[src/rtl/seg7_scan.sv]
// Eight-digit multiplexed seven-segment driver showing a frame-latched 32-bit word as hex.
// Optional leading-zero blanking is enabled by defining SEG7_BLANK_EN.
module seg7_scan #(
   parameter int REFRESH_DIV = 100000
) (
   input  logic        clk,
   input  logic        rst,
   input  logic [31:0] Din,
   output logic [7:0]  an,
   output logic [6:0]  seg,
   output logic        dp
);

   localparam int CW = (REFRESH_DIV > 1) ? $clog2(REFRESH_DIV) : 1;
   localparam logic [CW-1:0] CNT_MAX = CW'(REFRESH_DIV - 1);

   logic [CW-1:0] cnt;
   logic [2:0]    digit;
   logic [31:0]   snap;
   logic          frame_start;
   logic [31:0]   v;
   logic [3:0]    nib;
   logic [6:0]    seg_dec;
   logic          show;

   function automatic logic [6:0] hex7(input logic [3:0] n);
      logic [6:0] s;
      case (n)
         4'h0: s = 7'b1000000;
         4'h1: s = 7'b1111001;
         4'h2: s = 7'b0100100;
         4'h3: s = 7'b0110000;
         4'h4: s = 7'b0011001;
         4'h5: s = 7'b0010010;
         4'h6: s = 7'b0000010;
         4'h7: s = 7'b1111000;
         4'h8: s = 7'b0000000;
         4'h9: s = 7'b0010000;
         4'hA: s = 7'b0001000;
         4'hB: s = 7'b0000011;
         4'hC: s = 7'b1000110;
         4'hD: s = 7'b0100001;
         4'hE: s = 7'b0000110;
         default: s = 7'b0001110;
      endcase
      return s;
   endfunction

   // Din is used directly on the frame-start cycle so the first lit digit is never stale.
   assign frame_start = (cnt == '0) && (digit == 3'd0);
   assign v           = frame_start ? Din : snap;
   assign nib         = v[{digit, 2'b00} +: 4];
   assign seg_dec     = hex7(nib);

`ifdef SEG7_BLANK_EN
   logic [2:0] lead;

   always_comb begin
      lead = 3'd0;
      for (int i = 1; i < 8; i++) begin
         if (v[4*i +: 4] != 4'h0) lead = 3'(i);
      end
   end

   assign show = (digit <= lead);
`else
   assign show = 1'b1;
`endif

   always_ff @(posedge clk) begin
      if (rst) begin
         cnt   <= '0;
         digit <= 3'd0;
         snap  <= 32'h0;
         an    <= 8'hFF;
         seg   <= 7'h7F;
         dp    <= 1'b1;
      end else begin
         if (cnt == CNT_MAX) begin
            cnt   <= '0;
            digit <= digit + 3'd1;
         end else begin
            cnt <= cnt + 1'b1;
         end
         if (frame_start) snap <= Din;
         if (show) begin
            an  <= ~(8'b1 << digit);
            seg <= seg_dec;
         end else begin
            an  <= 8'hFF;
            seg <= 7'h7F;
         end
         dp <= 1'b1;
      end
   end

endmodule

[config.mk]
export PLATFORM = sky130hd
export DESIGN_NAME = seg7_scan
export DESIGN_NICKNAME = d
export VERILOG_FILES = /design/src/rtl/seg7_scan.sv
export SDC_FILE = /design/constraint.sdc
export NUM_CORES = 1
export LEC_CHECK = 0
export CORE_UTILIZATION = 26
export CTS_CLUSTER_DIAMETER = 40
export CTS_CLUSTER_SIZE = 12
export DETAILED_ROUTE_END_ITERATION = 6
export PLACE_DENSITY_LB_ADDON = 0.3
export SYNTH_ARGS = -nofsm -noshare
export SYNTH_HDL_FRONTEND = slang
export SYNTH_SLANG_ARGS = --single-unit
[constraint.sdc]
create_clock -name clk -period 3.8 [get_ports clk]
set_clock_uncertainty 0.2 [all_clocks]
set_input_delay 0.76 -clock clk [delete_from_list [all_inputs] [get_ports clk]]
set_output_delay 0.76 -clock clk [all_outputs]
set_load 0.02 [all_outputs]
==> tab_implementation.tex <==
\begin{tabular}{lr}
\hline
Metric & Value \\
\hline
\multicolumn{2}{l}{\textbf{GRT}} \\
\quad Vias in the first global route & 2710 \\
\quad GRT Total Usage & 13.2\% \\
\quad Overflow left after global routing & 0 \\
\quad Wire length of the first global-routing pass & 13400 um \\
\quad Antenna violations before repair & 0 \\
\quad Largest net degree at the start of global routing & 28 \\
\multicolumn{2}{l}{\textbf{Synthesis}} \\
\quad Number of distinct library cells after synthesis & 44 \\
\quad Async set-reset flop share out of synthesis & 0\% \\
\quad Syn Nets & 445 \\
\quad Number of warnings issued by yosys & 0 \\
\quad Area of the mapped netlist & 3300 um\^{}2 \\
\quad Post-synthesis average cell area & 8.31 um\^{}2 \\
\quad Flip-flop and latch count after synthesis & 67 \\
\quad Synth Flop Type & sky130\_fd\_sc\_hd\_\_dfxtp\_1 \\
\quad Portion of the post-synthesis area used by sequential elements & 40.7\% \\
\quad Number of enable-type register cells in the synthesized netlist & 0 \\
\quad Number of instances in the synthesized netlist & 397 \\
\multicolumn{2}{l}{\textbf{Drt}} \\
\quad DRC violation count after routing & 0 \\
\quad Total Wirelength & 8090 um \\
\quad Wire length per cell & 13.2 um \\
\quad Detailed Routing Iterations Pass 1 & 4 \\
\quad Residual antenna-violating net count after detailed routing & 0 \\
\quad Via count normalized by instance count & 4.63 \\
\quad Count of vias placed by the detailed router & 2835 \\
\quad Number of DRC violations after detailed-routing iteration 0 & 127 \\
\multicolumn{2}{l}{\textbf{Cells and area}} \\
\quad Final design area excluding fillers & 4270 um\^{}2 \\
\quad Ratio of cells with drive above 1 in the final layout & 9.01\% \\
\quad Area growth syn-to-layout & 29.3\% \\
\quad Diodes inserted & 0 \\
\quad Number of nets in the layout & 487 \\
\quad Leading cell type in the layout, fill and taps excluded & sky130\_fd\_sc\_hd\_\_nand2\_1 \\
\quad Leading cell types in the layout, fill and taps excluded & sky130\_fd\_sc\_hd\_\_nand2\_1, sky130\_fd\_sc\_hd\_\_dfxtp\_1, sky130\_fd\_sc\_hd\_\_clkdlybuf4s50\_1 \\
\quad Final-layout fill cell count & 1291 \\
\multicolumn{2}{l}{\textbf{Clock network}} \\
\quad Post-CTS setup-driven buffer insertion count & 0 \\
\quad Clock Tree Root & sky130\_fd\_sc\_hd\_\_clkbuf\_16 \\
\quad Number of clock sinks & 67 \\
\quad Worst-skew pair later-pin latency & 0.33 ns \\
\quad Clock Tree Buf Depth & 2 \\
\quad Clock transition at path regs & 0.06 ns \\
\quad Number of CTS-inserted buffers & 9 \\
\quad TritonCTS clock tree & done \\
\quad H-tree levels & 3 \\
\multicolumn{2}{l}{\textbf{Status}} \\
\quad Result of the run & complete, no violations \\
\multicolumn{2}{l}{\textbf{Setup path}} \\
\quad Worst Path Required & 3.78 ns \\
\quad Crit path DAT & 3.36 ns \\
\quad Worst setup SP type & flip-flop \\
\quad Crit-path max FO & 25 \\
\quad Crit. End Element & flip-flop \\
\quad Critical path start-end classification & flip-flop to flip-flop \\
\multicolumn{2}{l}{\textbf{Floorplan}} \\
\quad Height of the die & 115 um \\
\quad X dimension of the die & 115 um \\
\quad Core outline area & 12200 um\^{}2 \\
\quad Number of ports placed on the die boundary & 50 \\
\quad Full die area & 13100 um\^{}2 \\
\quad Starting density of the core & 27.0\% \\
\quad Number of standard-cell rows in the floorplan & 40 \\
\multicolumn{2}{l}{\textbf{Timing}} \\
\quad Shortest period the worst path allows & 3.38 ns \\
\quad Upper clock frequency limit & 295 MHz \\
\quad TNS Setup & 0 ns \\
\quad Number of failing hold endpoints at the final stage & 0 \\
\quad Final setup violation count & 0 \\
\quad Actual slew at the worst max-slew pin & 0.849 ns \\
\quad Final critical-path share of the clock period & 89.1\% \\
\quad Worst slew margin relative to its limit & 43.0\% \\
\quad Setup repair after global routing missed its margin & false \\
\quad Final Max Slew Viols & 0 \\
\multicolumn{2}{l}{\textbf{Pwr}} \\
\quad Leakage power total & 1.59 nW \\
\quad Worst vdd rail ir drop & 0.218 mV \\
\quad Cell area power density & 474 nW/um\^{}2 \\
\multicolumn{2}{l}{\textbf{Placed design}} \\
\quad Detailed-placement wirelength estimate & 5900 um \\
\quad Final Wtd Congestion & 0.798 \\
\quad Placed Area & 3930 um\^{}2 \\
\quad Port Buf Inserts & 48 \\
\multicolumn{2}{l}{\textbf{Min path}} \\
\quad Path type of the worst min-delay path & flip-flop to flip-flop \\
\multicolumn{2}{l}{\textbf{Flow run}} \\
\quad Number of violations of the max-capacitance limit & 0 \\
\hline
\end{tabular}
-- state kept, by name, summed over array words and instances (netlist names) --
name / count
snap: 32
cnt: 17
an: 8
seg: 7
digit: 3
-- power by group --
part,switching (W),internal (W)
Sequential,0.0000234,0.000753
Combinational,0.000189,0.000157
Clock,0.000319,0.000578
Total,0.000532,0.00149
-- critical path, cell delays in order, from the launching register on --
cell	delay (ns)
sky130_fd_sc_hd__dfxtp_1	0.35
sky130_fd_sc_hd__inv_1	0.07
sky130_fd_sc_hd__ha_1	0.15
sky130_fd_sc_hd__nor4b_2	0.22
sky130_fd_sc_hd__and4_1	0.43
sky130_fd_sc_hd__nand2_8	0.20
sky130_fd_sc_hd__mux4_2	0.38
sky130_fd_sc_hd__a22oi_1	0.08
sky130_fd_sc_hd__nand2_1	0.20
sky130_fd_sc_hd__clkinv_1	0.20
sky130_fd_sc_hd__ha_1	0.34
sky130_fd_sc_hd__inv_1	0.04
sky130_fd_sc_hd__nor4_1	0.29
sky130_fd_sc_hd__a311oi_1	0.08
-- layout make-up --
| type | instances | area, um^2 | area share, % |
|---|---|---|---|
| Inverter | 17 | 63.8 | 1.50 |
| Timing Repair Buffer | 55 | 533 | 12.5 |
| Multi-Input combinational cell | 289 | 1790 | 41.9 |
| Sequential cell | 67 | 1340 | 31.5 |
| Tap cell | 168 | 210 | 4.93 |
| Clock buffer | 9 | 225 | 5.28 |
| Clock inverter | 7 | 101 | 2.38 |
-- cells by family (layout without fill, tap and decap cells) --
kind of cell / after synthesis / in the layout / share of synthesized area [%]
AOI/OAI and AO/OA: 75 / 75 / 14.0
xor gates and xnor gates: 13 / 13 / 3.45
adders and majority gates: 14 / 14 / 5.31
buffers and inverters: 41 / 88 / 5.46
DFF: 67 / 67 / 40.7
muxes: 16 / 16 / 8.27
other: 1 / 1 / 0.114
and+or+nand+nor: 170 / 170 / 22.7
-- per-stage QoR --
stage	util (%)	std cells	hold WS, ns	total power, W	worst slack (ns)
final	34.9	612	0.253	0.00202	0.416
after floorplan	-	397	0.229	0.00102	0.332
after global routing	34.9	612	0.271	0.00211	0.0247
after detailed placement	32.2	596	0.243	0.00114	0.346
after CTS	34.8	612	0.254	0.00204	0.324
after global placement	32.2	596	0.239	0.00113	0.490
-- final timing paths --
check / cells past startpoint / slack, ns / start / to
min reg2reg: 2 / 0.25 / snap[24]$_SDFF_PP0_ / snap[24]$_SDFF_PP0_
max: 13 / 0.42 / cnt[0]$_SDFF_PP0_ / seg[3]$_SDFF_PP1_
min: 2 / 0.25 / snap[24]$_SDFF_PP0_ / snap[24]$_SDFF_PP0_
max reg2reg: 13 / 0.42 / cnt[0]$_SDFF_PP0_ / seg[3]$_SDFF_PP1_
-- per-layer routing --
layer  part of all wire, %  GRT usage, %  up-vias
met3                   4.8          3.23        6
met1                    49          17.6     1316
met5                     0             0        -
met2                    44          20.6       74
li1                      -             -     1439
met4                   1.4          5.11        0
-- Yosys cell counts (all sizes together), types with 2 or more instances --
| library cell | number | share of area (%) |
|---|---|---|
| a211o | 2 | 0.53 |
| a211oi | 6 | 1.4 |
| a21oi | 35 | 5.3 |
| a22oi | 8 | 1.8 |
| and2 | 2 | 0.38 |
| and3 | 4 | 0.76 |
| buf | 8 | 1.7 |
| clkbuf | 16 | 1.8 |
| dfxtp | 67 | 41 |
| ha | 14 | 5.3 |
| inv | 16 | 1.8 |
| mux2i | 7 | 2.1 |
| mux4 | 9 | 6.1 |
| nand2 | 99 | 11 |
| nand3 | 7 | 1.2 |
| nand4 | 5 | 0.95 |
| nor2 | 34 | 3.9 |
| nor3 | 7 | 1.1 |
| nor4 | 6 | 1.5 |
| o2111ai | 2 | 0.53 |
| o211ai | 3 | 0.68 |
| o21ai | 11 | 1.7 |
| o221ai | 2 | 0.53 |
| or3 | 3 | 0.57 |
| xnor2 | 8 | 2.1 |
| xor2 | 5 | 1.3 |
-- timing repair --
| action | 4_1_cts | 5_1_grt |
|---|---|---|
| resized for setup | 0 | 2 |
| setup endpoints to repair | 0 | 2 |
| hold buffers | 0 | 0 |
No activity file was read; power rests on OpenSTA's default activity.
